--- src/rtl/pattern_stream_gen_pkg.sv ---
// Shared constants, state encoding and helpers for the pattern stream generator.
package pattern_stream_gen_pkg;

  localparam int unsigned PatW    = 8;
  localparam int unsigned LenW    = 4;
  localparam int unsigned RepW    = 4;
  localparam int unsigned GapW    = 3;
  localparam int unsigned IdxW    = 3;
  localparam int unsigned SymCntW = 8;

  localparam logic CAR  = 1'b0;
  localparam logic BIKE = 1'b1;

  typedef enum logic [1:0] {
    StIdle,
    StEmit,
    StGap,
    StDone
  } state_e;

  // Lengths above the pattern width wrap nothing; they simply use the whole pattern.
  function automatic logic [LenW-1:0] clamp_len(input logic [LenW-1:0] len);
    return (len > LenW'(PatW)) ? LenW'(PatW) : len;
  endfunction

endpackage

--- src/rtl/pattern_stream_gen_if.sv ---
// Control and symbol-stream signals of the pattern stream generator.
interface pattern_stream_gen_if;
  import pattern_stream_gen_pkg::*;

  logic               start;
  logic [PatW-1:0]    pat;
  logic [LenW-1:0]    pat_len;
  logic [RepW-1:0]    rep_cnt;
  logic [GapW-1:0]    gap;
  logic               hold;
  logic               d_out;
  logic               valid_out;
  logic               busy;
  logic               done;
  logic [SymCntW-1:0] sym_cnt;

  modport master (
    input  start, pat, pat_len, rep_cnt, gap, hold,
    output d_out, valid_out, busy, done, sym_cnt
  );

  modport slave (
    output start, pat, pat_len, rep_cnt, gap, hold,
    input  d_out, valid_out, busy, done, sym_cnt
  );

endinterface

--- src/rtl/pattern_stream_gen.sv ---
// Emits a latched bit pattern a configurable number of times, with idle gaps and a hold input.
module pattern_stream_gen
  import pattern_stream_gen_pkg::*;
(
  input logic                 clk,
  input logic                 reset,
  pattern_stream_gen_if.master bus
);

  state_e             state_q, state_d;
  logic [PatW-1:0]    pat_q, pat_d;
  logic [LenW-1:0]    len_q, len_d;
  logic [RepW-1:0]    rep_q, rep_d;  // repetitions left, including the current one
  logic [GapW-1:0]    gap_q, gap_d;
  logic [GapW-1:0]    gap_left_q, gap_left_d;
  logic [IdxW-1:0]    idx_q, idx_d;
  logic [SymCntW-1:0] cnt_q, cnt_d;
  logic               d_out_q, d_out_d;
  logic               valid_q, valid_d;
  logic               busy_q, busy_d;
  logic               done_q, done_d;
  logic               emit;

  always_comb begin
    state_d    = state_q;
    pat_d      = pat_q;
    len_d      = len_q;
    rep_d      = rep_q;
    gap_d      = gap_q;
    gap_left_d = gap_left_q;
    idx_d      = idx_q;
    cnt_d      = cnt_q;
    d_out_d    = 1'b0;
    valid_d    = 1'b0;
    busy_d     = 1'b0;
    done_d     = 1'b0;
    emit       = 1'b0;

    unique case (state_q)
      StIdle: begin
        if (bus.start && (bus.pat_len != '0) && (bus.rep_cnt != '0)) begin
          pat_d = bus.pat;
          len_d = clamp_len(bus.pat_len);
          rep_d = bus.rep_cnt;
          gap_d = bus.gap;
          idx_d = '0;
          cnt_d = '0;
          emit  = 1'b1;
        end
      end
      StEmit: begin
        busy_d = 1'b1;
        emit   = !bus.hold;
      end
      StGap: begin
        busy_d = 1'b1;
        if (!bus.hold) begin
          if (gap_left_q <= GapW'(1)) begin
            state_d = StEmit;
            idx_d   = '0;
          end else begin
            gap_left_d = gap_left_q - GapW'(1);
          end
        end
      end
      StDone: begin
        done_d  = 1'b1;
        state_d = StIdle;
      end
      default: state_d = StIdle;
    endcase

    // The accepting edge already presents symbol 0, so emission reads the *_d copies.
    if (emit) begin
      busy_d  = 1'b1;
      valid_d = 1'b1;
      d_out_d = pat_d[idx_d];
      cnt_d   = cnt_d + SymCntW'(1);
      if ({1'b0, idx_d} == len_d - LenW'(1)) begin
        idx_d = '0;
        if (rep_d == RepW'(1)) begin
          state_d = StDone;
        end else begin
          rep_d = rep_d - RepW'(1);
          if (gap_d == '0) begin
            state_d = StEmit;
          end else begin
            state_d    = StGap;
            gap_left_d = gap_d;
          end
        end
      end else begin
        idx_d   = idx_d + IdxW'(1);
        state_d = StEmit;
      end
    end
  end

  always_ff @(posedge clk) begin
    if (reset) begin
      state_q    <= StIdle;
      pat_q      <= '0;
      len_q      <= '0;
      rep_q      <= '0;
      gap_q      <= '0;
      gap_left_q <= '0;
      idx_q      <= '0;
      cnt_q      <= '0;
      d_out_q    <= 1'b0;
      valid_q    <= 1'b0;
      busy_q     <= 1'b0;
      done_q     <= 1'b0;
    end else begin
      state_q    <= state_d;
      pat_q      <= pat_d;
      len_q      <= len_d;
      rep_q      <= rep_d;
      gap_q      <= gap_d;
      gap_left_q <= gap_left_d;
      idx_q      <= idx_d;
      cnt_q      <= cnt_d;
      d_out_q    <= d_out_d;
      valid_q    <= valid_d;
      busy_q     <= busy_d;
      done_q     <= done_d;
    end
  end

  assign bus.d_out     = d_out_q;
  assign bus.valid_out = valid_q;
  assign bus.busy      = busy_q;
  assign bus.done      = done_q;
  assign bus.sym_cnt   = cnt_q;

endmodule

--- src/flat_wrapper.sv ---
// flat-port wrapper written by rule: the top's interface ports become plain ports
module pattern_stream_gen_flat import pattern_stream_gen_pkg::*;
  (clk, reset, bus_start, bus_pat, bus_pat_len, bus_rep_cnt, bus_gap, bus_hold, bus_d_out, bus_valid_out, bus_busy, bus_done, bus_sym_cnt);
  pattern_stream_gen_if bus_i ();
  input logic clk;
  input logic reset;
  input wire logic [$bits(bus_i.start)-1:0] bus_start;
  input wire logic [$bits(bus_i.pat)-1:0] bus_pat;
  input wire logic [$bits(bus_i.pat_len)-1:0] bus_pat_len;
  input wire logic [$bits(bus_i.rep_cnt)-1:0] bus_rep_cnt;
  input wire logic [$bits(bus_i.gap)-1:0] bus_gap;
  input wire logic [$bits(bus_i.hold)-1:0] bus_hold;
  output wire logic [$bits(bus_i.d_out)-1:0] bus_d_out;
  output wire logic [$bits(bus_i.valid_out)-1:0] bus_valid_out;
  output wire logic [$bits(bus_i.busy)-1:0] bus_busy;
  output wire logic [$bits(bus_i.done)-1:0] bus_done;
  output wire logic [$bits(bus_i.sym_cnt)-1:0] bus_sym_cnt;
  assign bus_i.start = bus_start;
  assign bus_i.pat = bus_pat;
  assign bus_i.pat_len = bus_pat_len;
  assign bus_i.rep_cnt = bus_rep_cnt;
  assign bus_i.gap = bus_gap;
  assign bus_i.hold = bus_hold;
  assign bus_d_out = bus_i.d_out;
  assign bus_valid_out = bus_i.valid_out;
  assign bus_busy = bus_i.busy;
  assign bus_done = bus_i.done;
  assign bus_sym_cnt = bus_i.sym_cnt;
  pattern_stream_gen u_core (.clk(clk), .reset(reset), .bus(bus_i));
endmodule
--- config.mk ---
export PLATFORM = sky130hd
export DESIGN_NAME = pattern_stream_gen_flat
export DESIGN_NICKNAME = d
export VERILOG_FILES = /design/src/rtl/pattern_stream_gen_pkg.sv /design/src/rtl/pattern_stream_gen_if.sv /design/src/rtl/pattern_stream_gen.sv /design/src/flat_wrapper.sv
export SDC_FILE = /design/constraint.sdc
export NUM_CORES = 1
export LEC_CHECK = 0
export ABC_AREA = 1
export CAP_MARGIN = 20
export CORE_UTILIZATION = 63
export CTS_CLUSTER_DIAMETER = 40
export DETAILED_ROUTE_END_ITERATION = 8
export DONT_BUFFER_PORTS = 1
export PLACE_DENSITY = 0.88
export SYNTH_ARGS = -nofsm -noshare
export SYNTH_HDL_FRONTEND = slang
export SYNTH_SLANG_ARGS = --single-unit
--- constraint.sdc ---
create_clock -name clk -period 2.75 [get_ports clk]
set_input_delay 0.55 -clock clk [delete_from_list [all_inputs] [get_ports clk]]
set_output_delay 0.55 -clock clk [all_outputs]
set_load 0.01 [all_outputs]
---- Yosys cells after proc, flatten, opt, wreduce, memory -nomap -nowiden ----
Cells that the tools add are included.
Widths: inputs -> output; s select.
cells by class
  $add $sub $neg .......................... 5
  $lt $le $gt $ge ......................... 3
  equal/unequal tests ..................... 7
  mux-type cells .......................... 43
  bitwise logic cells ..................... 1
  reductions and logical operators ........ 11
operator list
  kind                 count
  $mux 3               14
  $mux 8               5
  $mux 4               8
  $mux 2               6
  $add 8x1->8 const B  1
  $reduce_bool 4->1    2
  $sub 4x1->4 const B  2
  $mux 1               6
  $pmux 3 s2           1
  $eq 2x2->1 const B   2
  $eq 3x4->1           1
  $eq 4x1->1 const B   1
  $gt 4x4->1 const B   1
  $lt 3x4->1 const B   1
  $pmux 2 s2           1
  $reduce_or 2->1      2
  $add 3x1->3 const B  1
  $bmux 1 s3           1
  $le 3x1->1 const B   1
  $logic_not 3->1      1
  $ne 3x1->1 const B   1
  $ne 3x2->1 const B   1
  $reduce_and 3->1     1
  $reduce_bool 3->1    1
  7 further kinds      8
storage, ports and cells
  flip-flop bits (word level) ............. 39
  input port bits ......................... 23
  output and inout port bits .............. 12
  logic and storage cells ................. 82

---- Longest topological paths before layout ----
Gate-level depths: netlist (run 1).
  depth in word-level cells ............... 10
  mapped depth ............................ 20
  mapped depth without buffers ............ 19

---- Worst setup path after synthesis (run 1) ----
OpenSTA, ideal clock, no wires.
  path kind ............................... input to register
  start point ............................. in bus_rep_cnt[3]
  end point ............................... reg u_core.gap_left_q[1]
  library setup time ...................... 113 ps
  data arrival time ....................... 2,121 ps
  data required time ...................... 2,637 ps
  slack ................................... 516 ps
  stages on the path ...................... 14
  path buffers ............................ 1
  path through ............................ nor2_1 > nand2_2 > nand3_4 > buf_6 > a21oi_2 > ha_1 > nand3_1 > nand2_1 > nor2_2 > nand3_4 > nor2_8 > nand3_1 > nor2_1 > nor2_1
between the ends
  word-level cells in the longest chain between the ends .. 9
  elaborated cells on any way between the ends .. 20
  classes of those cells .................. add/sub (1); eq/ne (2); mux (14); reduce/logical (3)
ends and longest elaborated chain
  element                                              RTL line                   RTL
  start: declaration                                   flat_wrapper.sv:10         input wire logic [$bits(bus_i.rep_cnt)-1:0] bus_rep_cnt;
  branches (longest 8 deep; another with $sub 4x1->4)  n/a
  $mux 3 *                                             pattern_stream_gen.sv:74   if (emit) begin
  end signal: assignment                               pattern_stream_gen.sv:119  gap_left_q <= gap_left_d;
  end: declaration                                     pattern_stream_gen.sv:15   logic [GapW-1:0] gap_left_q, gap_left_d;
Every way passes the cells marked *.
A chain may end at the register's enable or synchronous reset.

---- Worst setup path in the final report (run 1) ----
  start point ............................. reg u_core.state_q[0]
  end point ............................... reg u_core.cnt_q[6] (netlist: u_core.bus.sym_cnt[6])
between the ends
  word-level cells in the longest chain between the ends .. 4
  elaborated cells on any way between the ends .. 6
  classes of those cells .................. add/sub (1); eq/ne (1); mux (3); reduce/logical (1)
ends and longest elaborated chain
  element                   RTL line                   RTL
  start: declaration        pattern_stream_gen.sv:10   state_e state_q, state_d;
  start signal: assignment  pattern_stream_gen.sv:101  state_q <= StIdle;
  start signal: assignment  pattern_stream_gen.sv:114  state_q <= state_d;
  $logic_not 2->1           pattern_stream_gen.sv:39   unique case (state_q)
  $mux 8                    pattern_stream_gen.sv:39
  $add 8x1->8               pattern_stream_gen.sv:78   cnt_d = cnt_d + SymCntW'(1);
  $mux 8 *                  pattern_stream_gen.sv:74
  end signal: assignment    pattern_stream_gen.sv:121  cnt_q <= cnt_d;
  end: declaration          pattern_stream_gen.sv:17   logic [SymCntW-1:0] cnt_q, cnt_d;
Mark *: on every way between the ends. The rest lies on a longest branch, timed or not.

==> qor.yml, run 1 <==
clock.fmax_ghz: 0.400
ff2ff_setup_slack_ps: 250
clk_pin_slew_worst_paths_ps: 80
cts-buffers-inserted: 5
clk_path_buf_depth: 2
worst_pin_slew_ps: 365
wl_mm: 4.83
fin_ws_ps: 252
antenna_cells: 0
end_kind: "register"
crit_required_ps: 2970
power-per-cell-area_mw_per_mm2: 608
first_pass_iters: 4
grt_pass1_vias: 1960
chipWidth_um: 63.1
arrival_ps: 2710
die_area_mm2: 0.00398
peakVddDrop_v: 0.000410
fin_crit_sh_pct: 90.8
hold_violations: 0
cts_max_level: 2
fin_tns_setup_ps: 0
dp_hpwl_mm: 3.55
rows: 21
cp-start-kind: "register"
ys.flop_type: "dfxtp_1"
synth_cell_types: 40
drc: 0
synth-edff-count: 0
stdcell_area_mm2: 0.00250
setup_viol_count_final: 0
cellLeakagePower_nw: 1.22
coreArea_mm2: 0.00347
synth_cells: 334
ant_nets: 0
grtUsageTotal_pct: 26.1
cts-root-buf: "clkbuf_8"
grt_pass1_wl_mm: 8.10
outcome: "finished, final reports clean"
cts_sinks: 39
die_h_um: 63.1
skew_ps: 2.58
ctsHoldBuffers: 0
syn-cell-area_mm2: 0.00235
path_max_fanout: 14
place_congestion: 0.808
min_period_ps: 2500
syn_to_final_growth_pct: 6.11
ys_async_sr_fraction_pct: 0
synth_top_area_share_pct: 33.2
clkLatencyLatePin_ps: 300
first_iter_violations: 121
yosys_warnings: 0
drive_above_1_share_pct: 14.5
placed_area_mm2: 0.00236
yosysTopAreaCell: "dfxtp_1"
max-cap-violations: 0
critical_path_class: "register to register"
holdWs_ps: 310
ys_ff_latch: 39
yosysSeqAreaShare_pct: 33.2
synth_nets: 367
via_count: 2097
io_buffers: 0
antenna_found_initial: 0
wl_per_cell_um: 12.6
dp_slack_ps: 125
rsz0062_at_grt: "false"
num_io_pins: 35
mostFrequentLayoutCells: "nand2_1 (79), inv_1 (44), dfxtp_1 (39)"
final_common_cell: "nand2_1"
grt_max_degree: 29
cts_tree: "done"
hold_class: "input port to register"
synth_area_leaders: "dfxtp_1 (33%), nand2_1 (13%), inv_1 (7.0%), nor2_1 (6.1%), ha_1 (5.3%)"
start_util_pct: 67.9
relSlewSlack_pct: 75.6
vias_per_cell: 5.46
slew_viol_final: 0
avgSynthCellArea_um2: 7.05
grt-ovfl-total: 0
layout.nets: 370
==> power by group <==
group          internal (W)  switching (W)  total (W)
registers          0.000609      0.0000237   0.000633
logic              0.000133       0.000250   0.000383
clock network      0.000294       0.000209   0.000503
total               0.00104       0.000483    0.00152
==> worst max-delay path, stage by stage (launching register included) <==
cell and delay (ps):
dfxtp_1 380, inv_1 90, ha_1 240, nand2_1 90, inv_2 70, nand3_4 110
buf_6 190, nand2_1 120, inv_1 70, ha_1 160, inv_1 80, nor4_4 300
nand2_1 160, o21a_1 200, nor3_1 150
==> state kept, by name, summed over array words and instances (netlist names) <==
name                  cells
u_core.state_q            2
u_core.bus.d_out          1
u_core.pat_q              8
u_core.bus.sym_cnt        8
u_core.bus.valid_out      1
u_core.gap_q              3
u_core.len_q              4
u_core.idx_q              3
u_core.gap_left_q         3
u_core.rep_q              4
u_core.bus.busy           1
u_core.bus.done           1
==> kinds of logic (layout without fill, tap and decap cells) <==
logic type | after synthesis | after routing | share of synthesized area, %
and+or+nand+nor | 180 | 180 | 37.2
buffers and inverters | 57 | 61 | 10.9
AOI/OAI and AO/OA | 41 | 41 | 10.6
DFF | 39 | 39 | 33.2
adders and majority gates | 10 | 10 | 5.32
muxes | 5 | 5 | 2.13
xor gates and xnor gates | 2 | 2 | 0.744
==> stage by stage <==
step	std cells	power, W	utilization, %
after detailed placement	375	0.00102	68.1
after CTS	383	0.00151	71.5
final	384	0.00152	72.0
after global routing	384	0.00160	72.0
after global placement	375	0.00101	68.1
after floorplan	334	0.000970	-
==> per-layer routing <==
metal  global-route usage [%]  routed length, um  up-vias
met3                     8.15                318       10
met1                     28.6               2070      969
met2                     46.1               2330       58
met5                        0                  0        -
met4                     10.5                105        0
li1                         -                  -     1060
==> synth_stat cells (2+ instances only) <==
library cell  count
o211ai_1          2
nand2_2          12
o21ai_0           8
clkbuf_1          4
ha_1             10
nand4_1           5
or2_2             3
a21oi_2           3
inv_2             5
buf_6             2
nand2_4           2
o21a_1            4
nand3_4           2
nor3_1            8
o21ai_2           3
dfxtp_1          39
a21oi_1          13
or2_1             2
nor2_2            2
o21ai_1           5
inv_1            44
nand3_1          19
mux2i_1           5
nor2_1           38
nand2_1          79
==> area by class of cell <==
cell class | instances | area [um^2]
clock buffer | 6 | 82.6
multi-input combinational | 238 | 1320
clock inverter | 2 | 35.0
fill | 270 | 971
tap | 46 | 57.6
timing repair buffer | 4 | 33.8
sequential | 39 | 781
inverter | 49 | 184
==> worst paths after layout <==
check / from / cells past startpoint / endpoint
setup / recovery: u_core.state_q[0]$_SDFFE_PP0P_ / 14 / u_core.bus.sym_cnt[6]$_SDFF_PP0_
setup reg to reg: u_core.state_q[0]$_SDFFE_PP0P_ / 14 / u_core.bus.sym_cnt[6]$_SDFF_PP0_
hold reg to reg: u_core.state_q[1]$_SDFFE_PP0P_ / 2 / u_core.state_q[1]$_SDFFE_PP0P_
hold / removal: reset / 1 / u_core.state_q[0]$_SDFFE_PP0P_
==> timing repair <==
item                                    in CTS  in global routing
buffers inserted                             0                  1
resized for setup                            0                  2
endpoints found under the setup margin       0                  3
Note: power is estimated with default switching activity, not from simulation.
==> run 2, diff against run 1 <==
--- a/config.mk
+++ b/config.mk
@@ -6,6 +6,7 @@
 export NUM_CORES = 1
 export LEC_CHECK = 0
 export ABC_AREA = 1
+export ABC_CLOCK_PERIOD_IN_PS = 2750
 export CAP_MARGIN = 20
 export CORE_UTILIZATION = 63
 export CTS_CLUSTER_DIAMETER = 40
==> results of run 2 <==
Same layout as run 1: the final DEF is identical, and so are final timing and power.
==> run 3, diff against run 2 <==
--- a/config.mk
+++ b/config.mk
@@ -8,11 +8,11 @@
 export ABC_AREA = 1
 export ABC_CLOCK_PERIOD_IN_PS = 2750
 export CAP_MARGIN = 20
-export CORE_UTILIZATION = 63
+export CORE_UTILIZATION = 40
 export CTS_CLUSTER_DIAMETER = 40
 export DETAILED_ROUTE_END_ITERATION = 8
 export DONT_BUFFER_PORTS = 1
-export PLACE_DENSITY = 0.88
+export PLACE_DENSITY = 0.63
 export SYNTH_ARGS = -nofsm -noshare
 export SYNTH_HDL_FRONTEND = slang
 export SYNTH_SLANG_ARGS = --single-unit
==> qor.yml, run 3 (same netlist as run 1, synthesis figures left out) <==
outcome: "finished, final reports clean"  # unchanged
vias_per_cell: 4.89  # was 5.46
fin_crit_sh_pct: 88.7  # was 90.8%
slowest_delay_ps: 390  # was 380 ps
placed_area_mm2: 0.00239  # was 0.00236 mm^2
cellLeakagePower_nw: 1.22  # about the same
final_common_cell: "nand2_1"  # unchanged
cts_max_level: 2  # unchanged
grt_pass1_vias: 1891  # was 1960
crit_required_ps: 2970  # about the same
chipWidth_um: 78.7  # was 63.1 um
rsz0062_at_grt: "true"  # was false
peakVddDrop_v: 0.000229  # was 0.000410 V
die_h_um: 78.7  # was 63.1 um
route.met2.wl_mm: 2.35  # was 2.33 mm
routed-wl-met3_um: 233  # was 318 um
slowest_stage: "dfxtp_1"  # unchanged
ctsHoldBuffers: 0  # unchanged
fin_tns_setup_ps: 0  # unchanged
grt_pass1_wl_mm: 8.38  # was 8.10 mm
num_io_pins: 35  # unchanged
top_layer: "met4"  # unchanged
antenna_found_initial: 0  # unchanged
critical_path_class: "register to register"  # unchanged
cell_internal_pwr_w: 0.00110  # was 0.00104 W
ant_nets: 0  # unchanged
clk_pin_slew_worst_paths_ps: 80  # about the same
worst_pin_slew_ps: 379  # was 365 ps
cts_sinks: 39  # unchanged
drc: 0  # unchanged
cts_setup_buffers: 0  # unchanged
wl_mm: 4.81  # was 4.83 mm
die_area_mm2: 0.00619  # was 0.00398 mm^2
drive_above_1_share_pct: 13.9  # was 14.5%
wl_met1_mm: 2.16  # was 2.07 mm
place_congestion: 0.756  # was 0.808
layout.nets: 369  # was 370
end_kind: "register"  # unchanged
grt_max_degree: 29  # unchanged
skew_ps: 5.34  # was 2.58 ps
syn_to_final_growth_pct: 7.34  # was 6.11%
path_max_fanout: 11  # was 14
hold_violations: 0  # unchanged
cts-root-buf: "clkbuf_8"  # unchanged
grtUsageTotal_pct: 17.5  # was 26.1%
clkLatencyLatePin_ps: 290  # was 300 ps
io_buffers: 0  # unchanged
mostFrequentLayoutCells: "nand2_1 (79), inv_1 (44), dfxtp_1 (39)"  # unchanged
cp-start-kind: "register"  # unchanged
cts-buffers-inserted: 5  # unchanged
holdWs_ps: 320  # was 310 ps
dp_hpwl_mm: 3.70  # was 3.55 mm
p_sw_w: 0.000471  # was 0.000483 W
fill_cells: 568  # was 270
via_count: 2000  # was 2097
post_cts_resized: 0  # unchanged
power-per-cell-area_mw_per_mm2: 623  # was 608 mW/mm^2
hold_class: "input port to register"  # unchanged
relSlewSlack_pct: 74.7  # was 75.6%
arrival_ps: 2660  # was 2710 ps
pwr-share-comb_pct: 23.6  # was 25.2%
stdcell_area_mm2: 0.00253  # was 0.00250 mm^2
slew_viol_final: 0  # unchanged
start_util_pct: 42.2  # was 67.9%
first_iter_violations: 63  # was 121
grt-ovfl-total: 0  # unchanged
setup_viol_count_final: 0  # unchanged
pwr-share-seq_pct: 40.2  # was 41.7%
sw_frac_of_total_pct: 30.0  # was 31.8%
p_clk_share_pct: 36.1  # was 33.1%
min_period_ps: 2440  # was 2500 ps
max-cap-violations: 0  # unchanged
antenna_cells: 0  # unchanged
first_pass_iters: 5  # was 4
coreArea_mm2: 0.00557  # was 0.00347 mm^2
clock.fmax_ghz: 0.410  # was 0.400 GHz
cts_tree: "done"  # unchanged
wl_per_cell_um: 11.8  # was 12.6 um
rows: 27  # was 21
path_cells: "inv_1, ha_1, nand2_1, inv_2, nand3_4, buf_4, nand2_1, inv_1, ha_1, inv_1, nor4_4, nand2_1, o21a_1, nor3_1"  # was inv_1, ha_1, nand2_1, inv_2, nand3_4, buf_6, nand2_1, inv_1, ha_1, inv_1, nor4_4, nand2_1, o21a_1, nor3_1
clk_path_buf_depth: 2  # unchanged
run 3: changes by cell type in the layout (fill, tap and decap cells not counted), sizes merged:
cell,delta
clkinv,-1
bufinv,+1
buf,-1
run 3: worst paths after layout:
check                                                    start                          endpoint  slack (ps)  depth (start not counted)
worst min-delay path                                     reset        u_core.bus.busy$_SDFF_PP0_         320                          1
worst min register to register  u_core.state_q[1]$_SDFFE_PP0P_    u_core.state_q[1]$_SDFFE_PP0P_         510                          2
worst max-delay path            u_core.state_q[0]$_SDFFE_PP0P_  u_core.bus.sym_cnt[6]$_SDFF_PP0_         310                         14
worst max register to register  u_core.state_q[0]$_SDFFE_PP0P_  u_core.bus.sym_cnt[6]$_SDFF_PP0_         310                         14
run 3: layout make-up:
cell class	count	area, um^2	share of cell area (%)
clock buffer	6	72.6	2.87
clock inverter	2	60.1	2.38
inverter	49	184	7.28
multi-input combinational	238	1320	52.1
sequential	39	781	30.9
tap	72	90.1	3.57
timing repair buffer	3	22.5	0.892
run 3: critical path, delay by kind of cell (launching register included):
family / cells / cell delay, ps
flops: 1 / 390
fa+ha+maj: 2 / 400
buf+inv: 5 / 520
compound gates: 1 / 180
simple gates: 6 / 870
run 3: metal layers:
layer,vias to the layer above,GRT usage (%)
met5,-,0
met4,0,6.85
met2,37,30.1
met3,7,4.37
li1,1066,-
met1,890,20.8
run 3: stage by stage:
step	worst slack, ps	power (W)	instances	util [%]
floorplan	516	0.000970	334	-
global placement	314	0.00102	401	42.9
detailed placement	287	0.00102	401	42.9
CTS	274	0.00159	409	45.3
global route	-1.42	0.00168	409	45.3
finish	310	0.00157	409	45.3
run 3: power by group through the flow:
stage               Clock (W)  Combinational (W)  Sequential (W)
global placement            0           0.000371        0.000646
floorplan                   0           0.000328        0.000642
CTS                  0.000584           0.000377        0.000633
global route         0.000610           0.000432        0.000638
finish               0.000568           0.000372        0.000633
detailed placement          0           0.000375        0.000647
